**src/rtl/matrix_stream_buffer_if.sv**
```systemverilog
// Handshake and data bundle between the matrix buffer and its producer/consumer.
interface matrix_stream_buffer_if #(
    parameter int DW = 8
) ();
    logic          start;
    logic [1:0]    mode;
    logic          busy;
    logic          done;
    logic          inValid;
    logic [DW-1:0] inData;
    logic          inReady;
    logic          outValid;
    logic [DW-1:0] outData;
    logic          outReady;

    // Buffer side
    modport slave (
        input  start, mode, inValid, inData, outReady,
        output busy, done, inReady, outValid, outData
    );

    // Controller / producer / consumer side
    modport master (
        output start, mode, inValid, inData, outReady,
        input  busy, done, inReady, outValid, outData
    );
endinterface

```
**src/rtl/matrix_stream_buffer.sv**
```systemverilog
// M x N element store with a streaming controller: a load pass fills it row-major
// over a valid/ready input, a read pass replays it row- or column-major over a
// valid/ready output with a registered data stage and full backpressure.
module matrix_stream_buffer #(
    parameter int DW = 8,
    parameter int M  = 8,
    parameter int N  = 8
) (
    input  logic                   clk,
    input  logic                   rstN,
    matrix_stream_buffer_if.slave  bus
);
    localparam int MN = M * N;
    localparam int AW = (MN > 1) ? $clog2(MN) : 1;
    localparam int RW = (M > 1) ? $clog2(M) : 1;
    localparam int CW = (N > 1) ? $clog2(N) : 1;

    localparam logic [RW-1:0] LAST_R = RW'(M - 1);
    localparam logic [CW-1:0] LAST_C = CW'(N - 1);
    localparam logic [AW-1:0] STEP_N = AW'(N);

    localparam logic [1:0] IDLE = 2'd0;
    localparam logic [1:0] LOAD = 2'd1;
    localparam logic [1:0] READ = 2'd2;

    logic [DW-1:0] mem [MN];

    logic [1:0]    state_q, state_d;
    logic          colMaj_q, colMaj_d;
    logic [RW-1:0] row_q, row_d;
    logic [CW-1:0] col_q, col_d;
    logic [AW-1:0] addr_q, addr_d;
    logic          issued_q, issued_d;   // every element has been read out of the RAM
    logic          outValid_q, outValid_d;
    logic [DW-1:0] outData_q;
    logic          done_q, done_d;

    logic inHs, issue, outHs, atEnd, advRm, advCm;

    assign inHs  = (state_q == LOAD) && bus.inValid;
    assign issue = (state_q == READ) && !issued_q && (!outValid_q || bus.outReady);
    assign outHs = outValid_q && bus.outReady;
    // Both orientations finish on element (M-1, N-1).
    assign atEnd = (row_q == LAST_R) && (col_q == LAST_C);
    assign advRm = inHs || (issue && !colMaj_q);
    assign advCm = issue && colMaj_q;

    // Next-state: FSM transitions, address walk and output-stage valid.
    always_comb begin
        state_d    = state_q;
        colMaj_d   = colMaj_q;
        row_d      = row_q;
        col_d      = col_q;
        addr_d     = addr_q;
        issued_d   = issued_q;
        outValid_d = outValid_q;
        done_d     = 1'b0;

        // Address walk without a multiplier: row-major steps by 1,
        // column-major steps by N and restarts at the next column's top.
        if (advRm) begin
            addr_d = addr_q + AW'(1);
            if (col_q == LAST_C) begin
                col_d = '0;
                row_d = row_q + RW'(1);
            end else begin
                col_d = col_q + CW'(1);
            end
        end else if (advCm) begin
            if (row_q == LAST_R) begin
                row_d  = '0;
                col_d  = col_q + CW'(1);
                addr_d = AW'(col_q) + AW'(1);
            end else begin
                row_d  = row_q + RW'(1);
                addr_d = addr_q + STEP_N;
            end
        end

        // Output stage: load on issue, drain when the consumer takes it, else hold.
        if (issue) begin
            outValid_d = 1'b1;
        end else if (bus.outReady) begin
            outValid_d = 1'b0;
        end

        case (state_q)
            IDLE: begin
                if (bus.start && bus.mode != 2'd3) begin
                    state_d  = (bus.mode == 2'd0) ? LOAD : READ;
                    colMaj_d = (bus.mode == 2'd2);
                    row_d    = '0;
                    col_d    = '0;
                    addr_d   = '0;
                    issued_d = 1'b0;
                end
            end
            LOAD: begin
                if (inHs && atEnd) begin
                    state_d = IDLE;
                    done_d  = 1'b1;
                end
            end
            READ: begin
                if (issue && atEnd) begin
                    issued_d = 1'b1;
                end
                // outData holds the final element once everything has issued.
                if (outHs && issued_q) begin
                    state_d = IDLE;
                    done_d  = 1'b1;
                end
            end
            default: state_d = IDLE;
        endcase
    end

    // Control and counter registers with synchronous reset.
    always_ff @(posedge clk) begin
        if (!rstN) begin
            state_q    <= IDLE;
            colMaj_q   <= 1'b0;
            row_q      <= '0;
            col_q      <= '0;
            addr_q     <= '0;
            issued_q   <= 1'b0;
            outValid_q <= 1'b0;
            done_q     <= 1'b0;
        end else begin
            state_q    <= state_d;
            colMaj_q   <= colMaj_d;
            row_q      <= row_d;
            col_q      <= col_d;
            addr_q     <= addr_d;
            issued_q   <= issued_d;
            outValid_q <= outValid_d;
            done_q     <= done_d;
        end
    end

    // Registered RAM read port; only an issue changes the presented word.
    always_ff @(posedge clk) begin
        if (!rstN) begin
            outData_q <= '0;
        end else if (issue) begin
            outData_q <= mem[addr_q];
        end
    end

    // RAM write port; contents survive reset, but a reset edge never writes.
    always_ff @(posedge clk) begin
        if (rstN && inHs) begin
            mem[addr_q] <= bus.inData;
        end
    end

    assign bus.busy     = (state_q != IDLE);
    assign bus.done     = done_q;
    assign bus.inReady  = (state_q == LOAD);
    assign bus.outValid = outValid_q;
    assign bus.outData  = outData_q;
endmodule

```
**src/flat_wrapper.sv**
```systemverilog
// flat-port wrapper written by rule: the top's interface ports become plain ports
module matrix_stream_buffer_flat 
#(
    parameter int DW = 8,
    parameter int M  = 8,
    parameter int N  = 8
)
  (clk, rstN, bus_start, bus_mode, bus_inValid, bus_inData, bus_outReady, bus_busy, bus_done, bus_inReady, bus_outValid, bus_outData);
  matrix_stream_buffer_if #(.DW(DW)) bus_i ();
  input  logic clk;
  input  logic rstN;
  input wire logic [$bits(bus_i.start)-1:0] bus_start;
  input wire logic [$bits(bus_i.mode)-1:0] bus_mode;
  input wire logic [$bits(bus_i.inValid)-1:0] bus_inValid;
  input wire logic [$bits(bus_i.inData)-1:0] bus_inData;
  input wire logic [$bits(bus_i.outReady)-1:0] bus_outReady;
  output wire logic [$bits(bus_i.busy)-1:0] bus_busy;
  output wire logic [$bits(bus_i.done)-1:0] bus_done;
  output wire logic [$bits(bus_i.inReady)-1:0] bus_inReady;
  output wire logic [$bits(bus_i.outValid)-1:0] bus_outValid;
  output wire logic [$bits(bus_i.outData)-1:0] bus_outData;
  assign bus_i.start = bus_start;
  assign bus_i.mode = bus_mode;
  assign bus_i.inValid = bus_inValid;
  assign bus_i.inData = bus_inData;
  assign bus_i.outReady = bus_outReady;
  assign bus_busy = bus_i.busy;
  assign bus_done = bus_i.done;
  assign bus_inReady = bus_i.inReady;
  assign bus_outValid = bus_i.outValid;
  assign bus_outData = bus_i.outData;
  matrix_stream_buffer #(.DW(DW), .M(M), .N(N)) u_core (.clk(clk), .rstN(rstN), .bus(bus_i));
endmodule
```
**config.mk**
```make
export PLATFORM = sky130hd
export DESIGN_NAME = matrix_stream_buffer_flat
export DESIGN_NICKNAME = d
export VERILOG_FILES = /design/src/rtl/matrix_stream_buffer_if.sv /design/src/rtl/matrix_stream_buffer.sv /design/src/flat_wrapper.sv
export SDC_FILE = /design/constraint.sdc
export NUM_CORES = 1
export LEC_CHECK = 0
export CORE_ASPECT_RATIO = 1.75
export CORE_MARGIN = 4
export CORE_UTILIZATION = 58
export CTS_CLUSTER_SIZE = 40
export DETAILED_ROUTE_END_ITERATION = 7
export PLACE_DENSITY = 0.72
export REMOVE_ABC_BUFFERS = 1
export SYNTH_ARGS = -nofsm -noshare
export SYNTH_HDL_FRONTEND = slang
export SYNTH_SLANG_ARGS = --single-unit
```
**constraint.sdc**
```tcl
create_clock -name clk -period 2.9 [get_ports clk]
set_input_delay 0.435 -clock clk [delete_from_list [all_inputs] [get_ports clk]]
set_output_delay 0.435 -clock clk [all_outputs]
set_load 0.03 [all_outputs]
```
## Word level (Yosys, flattened, before mapping)

Memories as Yosys holds them, arrays and structs flattened. A register that Yosys moved wholly into a read port is not among the register bits.
Index checks and enable logic that the tools add are counted.
Widths: inputs -> output; s select.

| storage, ports and cells | value |
|---|---|
| output and inout port bits | 12 |
| register bits after elaboration | 18 |
| input port bits | 15 |
| word-level logic and storage cells | 82 |
| memories kept | 1 |
| memory bits (writable) | 512 |

Memory list:

| memory | depth | width | read ports | clocked after memory_dff | wr ports | line | source |
|---|---|---|---|---|---|---|---|
| u_core.mem | 64 | 8 | 1 | 1 | 1 | matrix_stream_buffer.sv:26 | `logic [DW-1:0] mem [MN];` |

| operators by class | value |
|---|---|
| add/subtract/negate cells | 5 |
| eq/ne operators | 10 |
| reduce and logical (&&, ||, !) cells | 26 |
| multiplexer cells | 32 |

Operators with widths:

| kind | count |
|---|---|
| $mux 3 | 12 |
| $mux 6 | 5 |
| $logic_and 1x1->1 | 12 |
| $mux 1 | 8 |
| $mux 2 | 4 |
| $add 3x1->3 const B | 2 |
| $add 6x1->6 const B | 1 |
| $add 6x4->6 const B | 1 |
| $eq 3x3->1 const B | 2 |
| $ne 2x2->1 const B | 3 |
| $pmux 2 s3 | 1 |
| $reduce_and 3->1 | 2 |
| $reduce_bool 2->1 | 3 |
| $add 3x1->4 const B | 1 |
| $eq 2x2->1 const B | 2 |
| $logic_not 1->1 | 4 |
| $logic_not 2->1 | 2 |
| $ne 2x1->1 const B | 2 |
| $pmux 1 s2 | 2 |
| $eq 2x1->1 const B | 1 |
| $logic_or 1x1->1 | 2 |
| $reduce_and 2->1 | 1 |

## Logic depth before layout (Yosys ltp)

Gate-level depths: netlist of the first run.

| depth | value |
|---|---|
| depth after elaboration | 8 |
| gate-level depth with buffers | 10 |
| gate-level depth less buffers | 8 |

## Worst setup path after synthesis of the first run

Ideal clock, no wire load.

| timing path | value |
|---|---|
| path type | register to register |
| start | register u_core.addr_q[0] |
| end | memory u_core.mem[15][0], enable pin |
| path slack | 0.512 ns |
| required time | 2.530 ns |
| path buffers | 6 |
| data arrival time | 2.017 ns |
| stages on the path, launching flop included | 9 |
| clock period less this slack | 2.388 ns |
| library setup time | 0.370 ns |
| cells stage by stage | dfxtp_1 > buf_6 > buf_4 > buf_4 > buf_4 > buf_4 > buf_2 > nand3_1 > nor2_1 |

RTL lines:

| element | line | source |
|---|---|---|
| start, declared | matrix_stream_buffer.sv:32 | `logic [AW-1:0] addr_q, addr_d;` |
| start signal, assigned | matrix_stream_buffer.sv:134 | `addr_q <= addr_d;` |
| end, declared | matrix_stream_buffer.sv:26 |  |

Straight into the memory's write port.

==> impl_metrics.yaml, run 1 <==
cells_and_area:
  drive_above_1_share_pct: 20.8
  final_cell_mix: "edfxtp_1, buf_4, nor2_1, mux2i_1, nand2_1"
  final_area_um2: 24600
  fin_util_pct: 68.1
  nets: 1479
  area_growth_pct: 15.3
  layout_commonest_cell: "edfxtp_1"
  antenna_cells: 0
  fin_cells: 1961
sta:
  fmax_mhz: 335
  fin_hold_ws_ns: 0.105
  drv_slew: 0
  hold_violations: 0
  setup_ws_ns: -0.0878
  tns_ns: -0.0878
  max_slew_margin_pct: 36.0
  setup_viol: 1
  rsz0062_at_grt: "false"
  timing.final.crit_share_pct: 103
  skew_ns: 0.0183
  worst_pin_slew_ns: 0.953
  post-route-min-period_ns: 2.99
critical_path:
  worstPathCellList: "buf_12, mux2_2, a221oi_1, o22ai_1, a2111oi_0, a31oi_1"
  cp-end-kind: "flop"
  crit_family: "compound AO/OA/AOI/OAI gates"
  cp_max_fo: 30
  worst-r2r-cell-count: 6
  r2r_slack_ns: -0.09
  crit_cells: 6
  crit_slowest_cell: "a2111oi_0"
  worst-path-buf-inv: 1
  endpoint: "u_core.bus.outData[3]"
  crit_arrival_ns: 3.41
  crit_start: "u_core.addr_q[1]"
  max_stage_delay_ns: 0.79
  reg2reg_to: "u_core.bus.outData[3]"
  worstReg2RegStart: "u_core.addr_q[1]"
  worstPathRequired_ns: 3.32
  path_class: "flop to flop"
  worst_setup_path_start_kind: "flop"
route:
  via_count: 13200
  avgViaCountPerCell: 6.72
  ant_nets: 0
  drcViolationCount: 0
  drt_first_pass_iters: 6
  avgRoutedWirePerCell_um: 30.0
  drt_iter0_drc: 1704
  drt_wl_total_um: 58900
placed_design:
  dp_slack_ns: 0.0652
  routabilityCongestion: 0.937
  place_inst: 1876
  place_area_um2: 23100
  hpwlAfterDp_um: 38500
  portBuffers: 26
floorplanning:
  initial_utilization_pct: 59.0
  rows: 92
  die_w_um: 153
  ios: 27
  core_um2: 36100
  dieHeight_um: 262
  die_area_um2: 40000
global_routing:
  grt_max_degree: 65
  grt_pass1_vias: 13300
  grt_use_total_pct: 29.4
  grt.overflow.total: 0
  grt_pass1_wl_um: 86900
  antenna_found_initial: 0
yosys:
  ys_seq_elements: 538
  yosysWarnings: 0
  ys_types: 67
  synth_edf_count: 512
  syn_area_um2: 21300
  syn_area_per_cell_um2: 16.4
  synthCells: 1303
  synth_async_sr_flop_share_pct: 0
  synth_ff_type: "edfxtp_1"
  yosysSeqAreaShare_pct: 74.5
clocking:
  clkTransAtPathRegs_ns: 0.07
  clkSinkCount: 538
  cts_buffer_depth: 3
  cts_tree: "yes"
  cts_buffers: 46
  root_buffer: "clkbuf_16"
  cts_htree_levels: 2
  clk-insertion-delay-late_ns: 0.57
pwr:
  power_mw: 16.7
  irDropWorstVdd_v: 0.000395
  p_leak_nw: 7.98
  power.density_nw_per_um2: 677
min_path:
  hold_path_class: "primary input to flop"
run_status:
  violations: "negative setup slack"
  status: "complete, but fails checks"
flow_run:
  max-cap-violations: 0
==> kinds of logic after synthesis <==
family,share of synthesized area (%)
flip-flops,74.5
AO/OA/AOI/OAI,10.1
AND/OR/NAND/NOR,5.09
multiplexers,7.55
buffers and inverters,2.22
adder cells (fa/ha/maj),0.586
==> synthesized netlist by cell type, types with 3 or more instances <==
cell	number	area share [%]
edfxtp_1	512	72
nor2_1	104	1.8
mux2i_1	63	3.0
nand2_1	56	0.99
a221oi_1	52	2.1
a22oi_1	48	1.7
clkbuf_1	46	0.81
a21oi_1	42	0.99
o21ai_0	37	0.87
mux4_2	29	3.1
mux2_2	28	1.5
dfxtp_1	26	2.4
buf_2	22	0.52
nand3_1	21	0.49
a22o_1	19	0.78
o22ai_1	15	0.44
nor3_1	14	0.33
a211oi_1	13	0.46
a31oi_1	11	0.32
buf_4	10	0.35
ha_1	10	0.59
nor2b_1	9	0.26
inv_1	7	0.12
o2bb2ai_1	7	0.29
a221o_1	6	0.28
and3_1	6	0.18
buf_6	6	0.32
and2_1	5	0.15
nand4_1	5	0.15
o221ai_1	5	0.21
buf_1	4	0.070
nand3b_1	4	0.14
o21ai_1	4	0.094
o22a_1	4	0.16
a21boi_0	3	0.11
a32oi_1	3	0.12
nand2b_1	3	0.088
nor4_1	3	0.088
==> registers in the layout, indices dropped and copies added, names as in the netlist <==
signal and cells:
u_core.bus.done 1, u_core.bus.outData 8, u_core.col_q 3, u_core.addr_q 6
u_core.issued_q 1, u_core.row_q 3, u_core.colMaj_q 1, u_core.bus.outValid 1
u_core.state_q 2, u_core.mem 512
==> repair_timing <==
action / in CTS / in global routing
hold buffers: 0 / 0
setup buffers: 0 / 0
gates resized for setup: 0 / 1
endpoints found under the setup margin: 0 / 1
==> worst min path at each step <==
| stage | start | endpoint | slack, ns | cells past startpoint |
|---|---|---|---|---|
| floorplan | u_core.state_q[0] | u_core.state_q[0] | 0.46 | 2 |
| global placement | u_core.col_q[1] | u_core.col_q[1] | 0.48 | 2 |
| detailed placement | u_core.col_q[2] | u_core.col_q[2] | 0.49 | 2 |
| CTS | bus_inData[3] | u_core.mem[34][3] | 0.09 | 1 |
| global route | bus_inData[3] | u_core.mem[34][3] | 0.1 | 1 |
| finish | bus_inData[3] | u_core.mem[34][3] | 0.11 | 1 |
==> power breakdown <==
group          total (mW)  switching [mW]  internal [mW]
registers            8.64           0.102           8.54
logic                1.93            1.17          0.758
clock network        6.09            2.71           3.38
total                16.7            3.98           12.7
==> final cells by class <==
cell class | count | area [um2]
timing repair buffer | 191 | 1610
inverter | 9 | 33.8
clock buffer | 63 | 1290
sequential | 538 | 15900
clock inverter | 22 | 183
tap | 470 | 588
fill | 2485 | 11500
multi-input combinational | 668 | 4990
==> routing by layer <==
layer	vias up	GRT usage [%]	wire, um	part of all wire, %
met5	-	0	0	0
li1	5545	-	-	-
met3	193	4.47	5490	9.3
met2	881	50.7	29400	50
met1	6567	36.2	20200	34
met4	0	15.5	3830	6.5
No activity file was read; power rests on OpenSTA's default activity.
==> run 2, diff against run 1 <==
--- a/config.mk
+++ b/config.mk
@@ -5,12 +5,13 @@
 export SDC_FILE = /design/constraint.sdc
 export NUM_CORES = 1
 export LEC_CHECK = 0
+export ABC_AREA = 1
 export CORE_ASPECT_RATIO = 1.75
 export CORE_MARGIN = 4
 export CORE_UTILIZATION = 58
 export CTS_CLUSTER_SIZE = 40
 export DETAILED_ROUTE_END_ITERATION = 7
-export PLACE_DENSITY = 0.72
+export PLACE_DENSITY = 0.71
 export REMOVE_ABC_BUFFERS = 1
 export SYNTH_ARGS = -nofsm -noshare
 export SYNTH_HDL_FRONTEND = slang
==> impl_metrics.yaml, run 2 <==
pwr:
  switching_share_pct: 33.6
  p_leak_nw: 10.8
  combPwrFrac_pct: 27.7
  internal_power_mw: 14.0
  switchingPower_mw: 7.08
  power.density_nw_per_um2: 809
  p_seq_share_pct: 41.9
  clkPwrFrac_pct: 30.4
  power_mw: 21.1
  irDropWorstVdd_v: 0.000631
yosys:
  synth_ff_type: "edfxtp_1"
  yosysWarnings: 0
  yosysTopAreaCell: "edfxtp_1"
  synth_async_sr_flop_share_pct: 0
  yosysSeqAreaShare_pct: 68.2
  synth_edf_count: 512
  synthTopCellsByArea: "edfxtp_1, nand2_1, dfxtp_1, nor2_1, buf_2"
  synth_common_cells: "nand2_1, edfxtp_1, nor2_1"
  syn_area_per_cell_um2: 9.94
  ys_seq_elements: 538
  synth_most_common_cell: "nand2_1"
  synth_top_area_share_pct: 66.0
  ys_types: 31
  syn_area_um2: 23300
  synthCells: 2343
critical_path:
  r2r_slack_ns: 0.52
  path_common_cell: "inv_1"
  crit_family: "buffers and inverters"
  worst_setup_path_start_kind: "flop"
  worstPathRequired_ns: 2.47
  worstPathCellList: "inv_1, ha_1, inv_1, clkdlybuf4s50_1"
  crit_arrival_ns: 2.17
  crit_slowest_cell: "clkdlybuf4s50_1"
  path_class: "flop to primary output"
  cp-end-kind: "primary output"
  max_stage_delay_ns: 0.75
  worst-path-buf-inv: 3
  cp_max_fo: 4
sta:
  fmax_mhz: 384
  rsz0062_at_grt: "false"
  setup_viol: 0
  hold_violations: 0
  drv_slew: 0
  post-route-min-period_ns: 2.61
  worst_pin_slew_ns: 0.882
  skew_ns: 0.0150
  setup_ws_ns: 0.294
  timing.final.crit_share_pct: 89.9
  max_slew_margin_pct: 41.2
global_routing:
  grt.overflow.total: 0
  antenna_found_initial: 0
  grt_pass1_vias: 16300
  grt_use_total_pct: 27.4
  grt_pass1_wl_um: 91400
  grt_max_degree: 108
cells_and_area:
  largest_reg_flops: 512
  fillers: 3066
  layout_commonest_cell: "nand2_1"
  antenna_cells: 0
  drive_above_1_share_pct: 8.37
  nets: 2453
  final_cell_mix: "nand2_1, edfxtp_1, nor2_1, buf_4, inv_1"
  regMostFlops: "u_core.mem"
  area_growth_pct: 11.7
placed_design:
  hpwlAfterDp_um: 37800
  routabilityCongestion: 0.937
  dp_slack_ns: 0.293
  portBuffers: 26
floorplanning:
  dieHeight_um: 273
  core_um2: 39500
  die_w_um: 160
  initial_utilization_pct: 59.0
  ios: 27
  rows: 96
  die_area_um2: 43600
route:
  drt_wl_total_um: 59600
  drt_iter0_drc: 1697
  avgViaCountPerCell: 5.53
  via_count: 16300
  drcViolationCount: 0
  avgRoutedWirePerCell_um: 20.2
  ant_nets: 0
  drt_first_pass_iters: 6
clocking:
  cts_hold_buf: 0
  ctsResizeCount: 0
  cts_htree_levels: 2
  cts_buffers: 48
  cts_tree: "yes"
  cts_buffer_depth: 3
  clk-insertion-delay-late_ns: 0.58
  root_buffer: "clkbuf_16"
  postCtsSetupRepairBufs: 0
  clkTransAtPathRegs_ns: 0.07
  clkSinkCount: 538
run_status:
  status: "complete, no violations"
min_path:
  hold_path_class: "primary input to flop"
flow_run:
  max-cap-violations: 0
-- run 2: changes by cell type after synthesis, sizes merged, moves of 19 or more --
cell    delta
a21oi     -22
a22oi     -48
mux4      -29
inv       +49
nor2      +25
mux2i     -63
a221oi    -53
mux2      -29
clkbuf    -39
buf       +56
nand2   +1333
a22o      -19
-- run 2: final timing paths --
| check | startpoint | to | cells after the start |
|---|---|---|---|
| worst max-delay path | u_core.state_q[0] | bus_busy | 4 |
| worst min-delay path | bus_inData[1] | u_core.mem[43][1] | 2 |
| worst max register to register | u_core.addr_q[2] | u_core.mem[7][2] | 5 |
| worst min register to register | u_core.issued_q | u_core.issued_q | 2 |
-- run 2: final cells by class --
class                      instances  area, um2  share of cell area, %
sequential                       538      15900                   61.1
clock inverter                    27        312                   1.20
tap                              490        613                   2.35
clock buffer                      56       1250                   4.81
inverter                          59        228                  0.875
timing repair buffer             140       1230                   4.72
multi-input combinational       1641       6500                   25.0
-- run 2: power groups by stage --
stage	combinational (mW)	sequential (mW)	clock, mW
2_1_floorplan	3.52	9.37	0
3_3_place_gp	5.68	8.98	0
3_5_place_dp	5.76	8.99	0
4_1_cts	5.80	8.82	6.49
5_1_grt	6.48	8.84	6.80
6_report	5.83	8.83	6.41
-- run 2: per-layer routing --
| metal | track usage (%) | up-vias | routed length, um |
|---|---|---|---|
| li1 | - | 7742 | - |
| met1 | 33.1 | 7736 | 22100 |
| met2 | 48.4 | 669 | 30600 |
| met3 | 3.21 | 175 | 3790 |
| met4 | 14.0 | 0 | 3130 |
| met5 | 0 | - | 0 |
-- run 2: cells by family after synthesis --
| family | share of synthesized area [%] |
|---|---|
| DFF | 68.2 |
| buffers and inverters | 3.90 |
| adders and majority gates | 0.537 |
| AOI/OAI and AO/OA | 1.44 |
| and+or+nand+nor | 25.7 |
| xor gates and xnor gates | 0.226 |
-- run 2: metrics by stage --
stage	setup TNS [ns]	hold slack, ns	std cells	util [%]	area [um2]
global placement	0	0.477	2868	61.9	24500
CTS	0	0.384	2951	65.9	26000
detailed placement	0	0.473	2868	61.9	24500
floorplan	-2550.42	0.453	2238	-	22600
global route	0	0.399	2951	65.9	26000
finish	0	0.399	2951	65.9	26000
-- run 2: worst register-to-register path, cell delays in order (launching register included) --
cell and delay [ns]:
dfxtp_2 0.65, nand2_1 0.13, nor2_1 0.32, nand2_1 0.54, nor2_1 0.25, buf_4 0.19
==> run 3, diff against run 2 <==
--- a/config.mk
+++ b/config.mk
@@ -5,13 +5,13 @@
 export SDC_FILE = /design/constraint.sdc
 export NUM_CORES = 1
 export LEC_CHECK = 0
-export ABC_AREA = 1
 export CORE_ASPECT_RATIO = 1.75
 export CORE_MARGIN = 4
-export CORE_UTILIZATION = 58
+export CORE_UTILIZATION = 56
+export CTS_BUF_LIST = sky130_fd_sc_hd__clkbuf_16
 export CTS_CLUSTER_SIZE = 40
 export DETAILED_ROUTE_END_ITERATION = 7
-export PLACE_DENSITY = 0.71
+export PLACE_DENSITY = 0.72
 export REMOVE_ABC_BUFFERS = 1
 export SYNTH_ARGS = -nofsm -noshare
 export SYNTH_HDL_FRONTEND = slang
==> constraint.sdc (replaced) <==
create_clock -name clk -period 2.1 [get_ports clk]
set_input_delay 0.315 -clock clk [delete_from_list [all_inputs] [get_ports clk]]
set_output_delay 0.315 -clock clk [all_outputs]
set_load 0.03 [all_outputs]
==> impl_metrics.yaml, run 3 (synthesis results as in run 1) <==
sta:
  hold_violations: 0
  setup_ws_ns: -0.220
  skew_ns: 0.0255
  timing.final.crit_share_pct: 110
  setup_viol: 8
  max_slew_margin_pct: 52.6
  fmax_mhz: 431
  rsz0062_at_grt: "true"
  worst_pin_slew_ns: 0.711
  fin_hold_ws_ns: 0.208
  post-route-min-period_ns: 2.32
  drv_slew: 0
critical_path:
  max_stage_delay_ns: 0.56
  cp_max_fo: 5
  worst-path-buf-inv: 4
  crit_slowest_cell: "a222oi_1"
  worstPathRequired_ns: 2.55
  cp-end-kind: "flop"
  crit_family: "compound AO/OA/AOI/OAI gates"
  worst_setup_path_start_kind: "flop"
  worstPathCellList: "buf_12, buf_4, and2_4, buf_6, a21oi_4, o21ai_1, a222oi_1, buf_4, o22a_1, a31oi_1"
  path_class: "flop to flop"
  crit_arrival_ns: 2.77
  path_common_cell: "buf_4"
clocking:
  cts_tree: "yes"
  cts_buffers: 46
  clkTransAtPathRegs_ns: 0.07
  root_buffer: "clkbuf_16"
  cts_buffer_depth: 3
  clk-insertion-delay-late_ns: 0.58
  cts_hold_buf: 0
  cts_htree_levels: 2
  clkSinkCount: 538
global_routing:
  grt_use_total_pct: 31.5
  grt_pass1_vias: 14200
  grt_max_degree: 65
  grt_pass1_wl_um: 94500
  grt.overflow.total: 0
  antenna_found_initial: 0
run_status:
  status: "complete, but fails checks"
  violations: "negative setup slack"
min_path:
  hold_path_class: "primary input to flop"
route:
  avgViaCountPerCell: 6.71
  ant_nets: 0
  avgRoutedWirePerCell_um: 30.9
  drt_first_pass_iters: 8
  drt_wl_total_um: 65400
  drcViolationCount: 0
  drt_iter0_drc: 1710
  via_count: 14200
pwr:
  switchingPower_mw: 5.95
  combPwrFrac_pct: 15.7
  switching_share_pct: 24.4
  power_mw: 24.4
  p_seq_share_pct: 48.7
  power.density_nw_per_um2: 903
  clkPwrFrac_pct: 35.6
  p_leak_nw: 9.07
  internal_power_mw: 18.4
  irDropWorstVdd_v: 0.000568
flow_run:
  max-cap-violations: 0
cells_and_area:
  fillers: 2232
  regMostFlops: "u_core.mem"
  multi_input_area_um2: 5770
  drive_above_1_share_pct: 36.1
  nets: 1624
  final_cell_mix: "edfxtp_1, buf_4, nor2_1, mux2i_1, nand2_1"
  area_growth_pct: 26.4
  largest_reg_flops: 512
  antenna_cells: 0
  layout_commonest_cell: "edfxtp_1"
  fin_util_pct: 71.7
  seqCellArea_um2: 15900
placed_design:
  routabilityCongestion: 1.00
  portBuffers: 26
  hpwlAfterDp_um: 40800
floorplanning:
  ios: 27
  core_um2: 37600
  initial_utilization_pct: 56.7
  dieHeight_um: 266
  die_w_um: 156
  rows: 94
  die_area_um2: 41400
==> run 3: cell count changes in the layout (fill, tap and decap cells not counted), moves of 19 or more <==
cell | before | now
buf_4 | 103 | 241
a22oi_1 | 0 | 39
a221oi_2 | 0 | 28
buf_12 | 12 | 32
mux4_2 | 0 | 29
nor2_1 | 129 | 74
buf_6 | 0 | 29
nand2_1 | 1389 | 54
mux2i_1 | 0 | 56
a221oi_1 | 0 | 20
nor2_2 | 0 | 28
inv_1 | 52 | 16
mux2_2 | 0 | 26
a22o_1 | 0 | 19
==> run 3: worst paths after layout <==
kind,end,slack [ns],cells after the start,startpoint
setup / recovery,u_core.bus.outData[7],-0.22,10,u_core.addr_q[1]
hold / removal,u_core.mem[4][7],0.21,1,bus_inData[7]
setup reg to reg,u_core.bus.outData[7],-0.22,10,u_core.addr_q[1]
hold reg to reg,u_core.col_q[2],0.50,2,u_core.col_q[2]
==> run 3: layout make-up <==
type,instances,share of cell area (%)
well taps,480,2.23
repair buffers,335,11.6
clock buffers,47,4.36
multi-input cells,669,21.4
inverters,9,0.125
flip-flops and latches,538,59.0
clock inverters,37,1.33
==> run 3: routing by layer <==
| layer | vias to the layer above | global-route usage [%] | wire length [um] |
|---|---|---|---|
| met5 | - | 0 | 0 |
| met4 | 0 | 21.1 | 5620 |
| met3 | 308 | 5.92 | 6150 |
| met2 | 1025 | 52.7 | 32600 |
| met1 | 7002 | 36.9 | 21000 |
| li1 | 5853 | - | - |
==> run 3: timing repair <==
action	4_1_cts	5_1_grt
pin swaps	45	28
buffers inserted	40	2
resized for setup	174	58
endpoints found under the setup margin	260	186
gates cloned	3	0
endpoints found under the hold margin	0	0
==> run 3: worst register-to-register path, stage by stage, from the launching register on <==
cell	delay (ns)
dfxtp_4	0.37
buf_12	0.16
buf_4	0.16
and2_4	0.18
buf_6	0.14
a21oi_4	0.16
o21ai_1	0.09
a222oi_1	0.56
buf_4	0.21
o22a_1	0.11
a31oi_1	0.07
==> run 3: per-stage QoR <==
step	std cells	worst slack, ns	instance area [um2]	setup TNS, ns
6_report	2115	-0.220	27000	-1.02
5_1_grt	2115	-0.270	27000	-1.60
4_1_cts	2116	-0.176	26700	-0.566
3_5_place_dp	1994	-0.678	24100	-92.89
3_3_place_gp	1994	-0.636	24100	-84.23
2_1_floorplan	1215	-3.61	20900	-1455.60
==> run 3: power groups by stage <==
stage | combinational, mW | clock, mW | sequential [mW]
6_report | 3.81 | 8.68 | 11.9
5_1_grt | 3.94 | 9.19 | 11.9
4_1_cts | 3.62 | 8.70 | 11.9
3_5_place_dp | 2.98 | 0 | 12.1
3_3_place_gp | 2.94 | 0 | 12.1
2_1_floorplan | 1.22 | 0 | 12.3
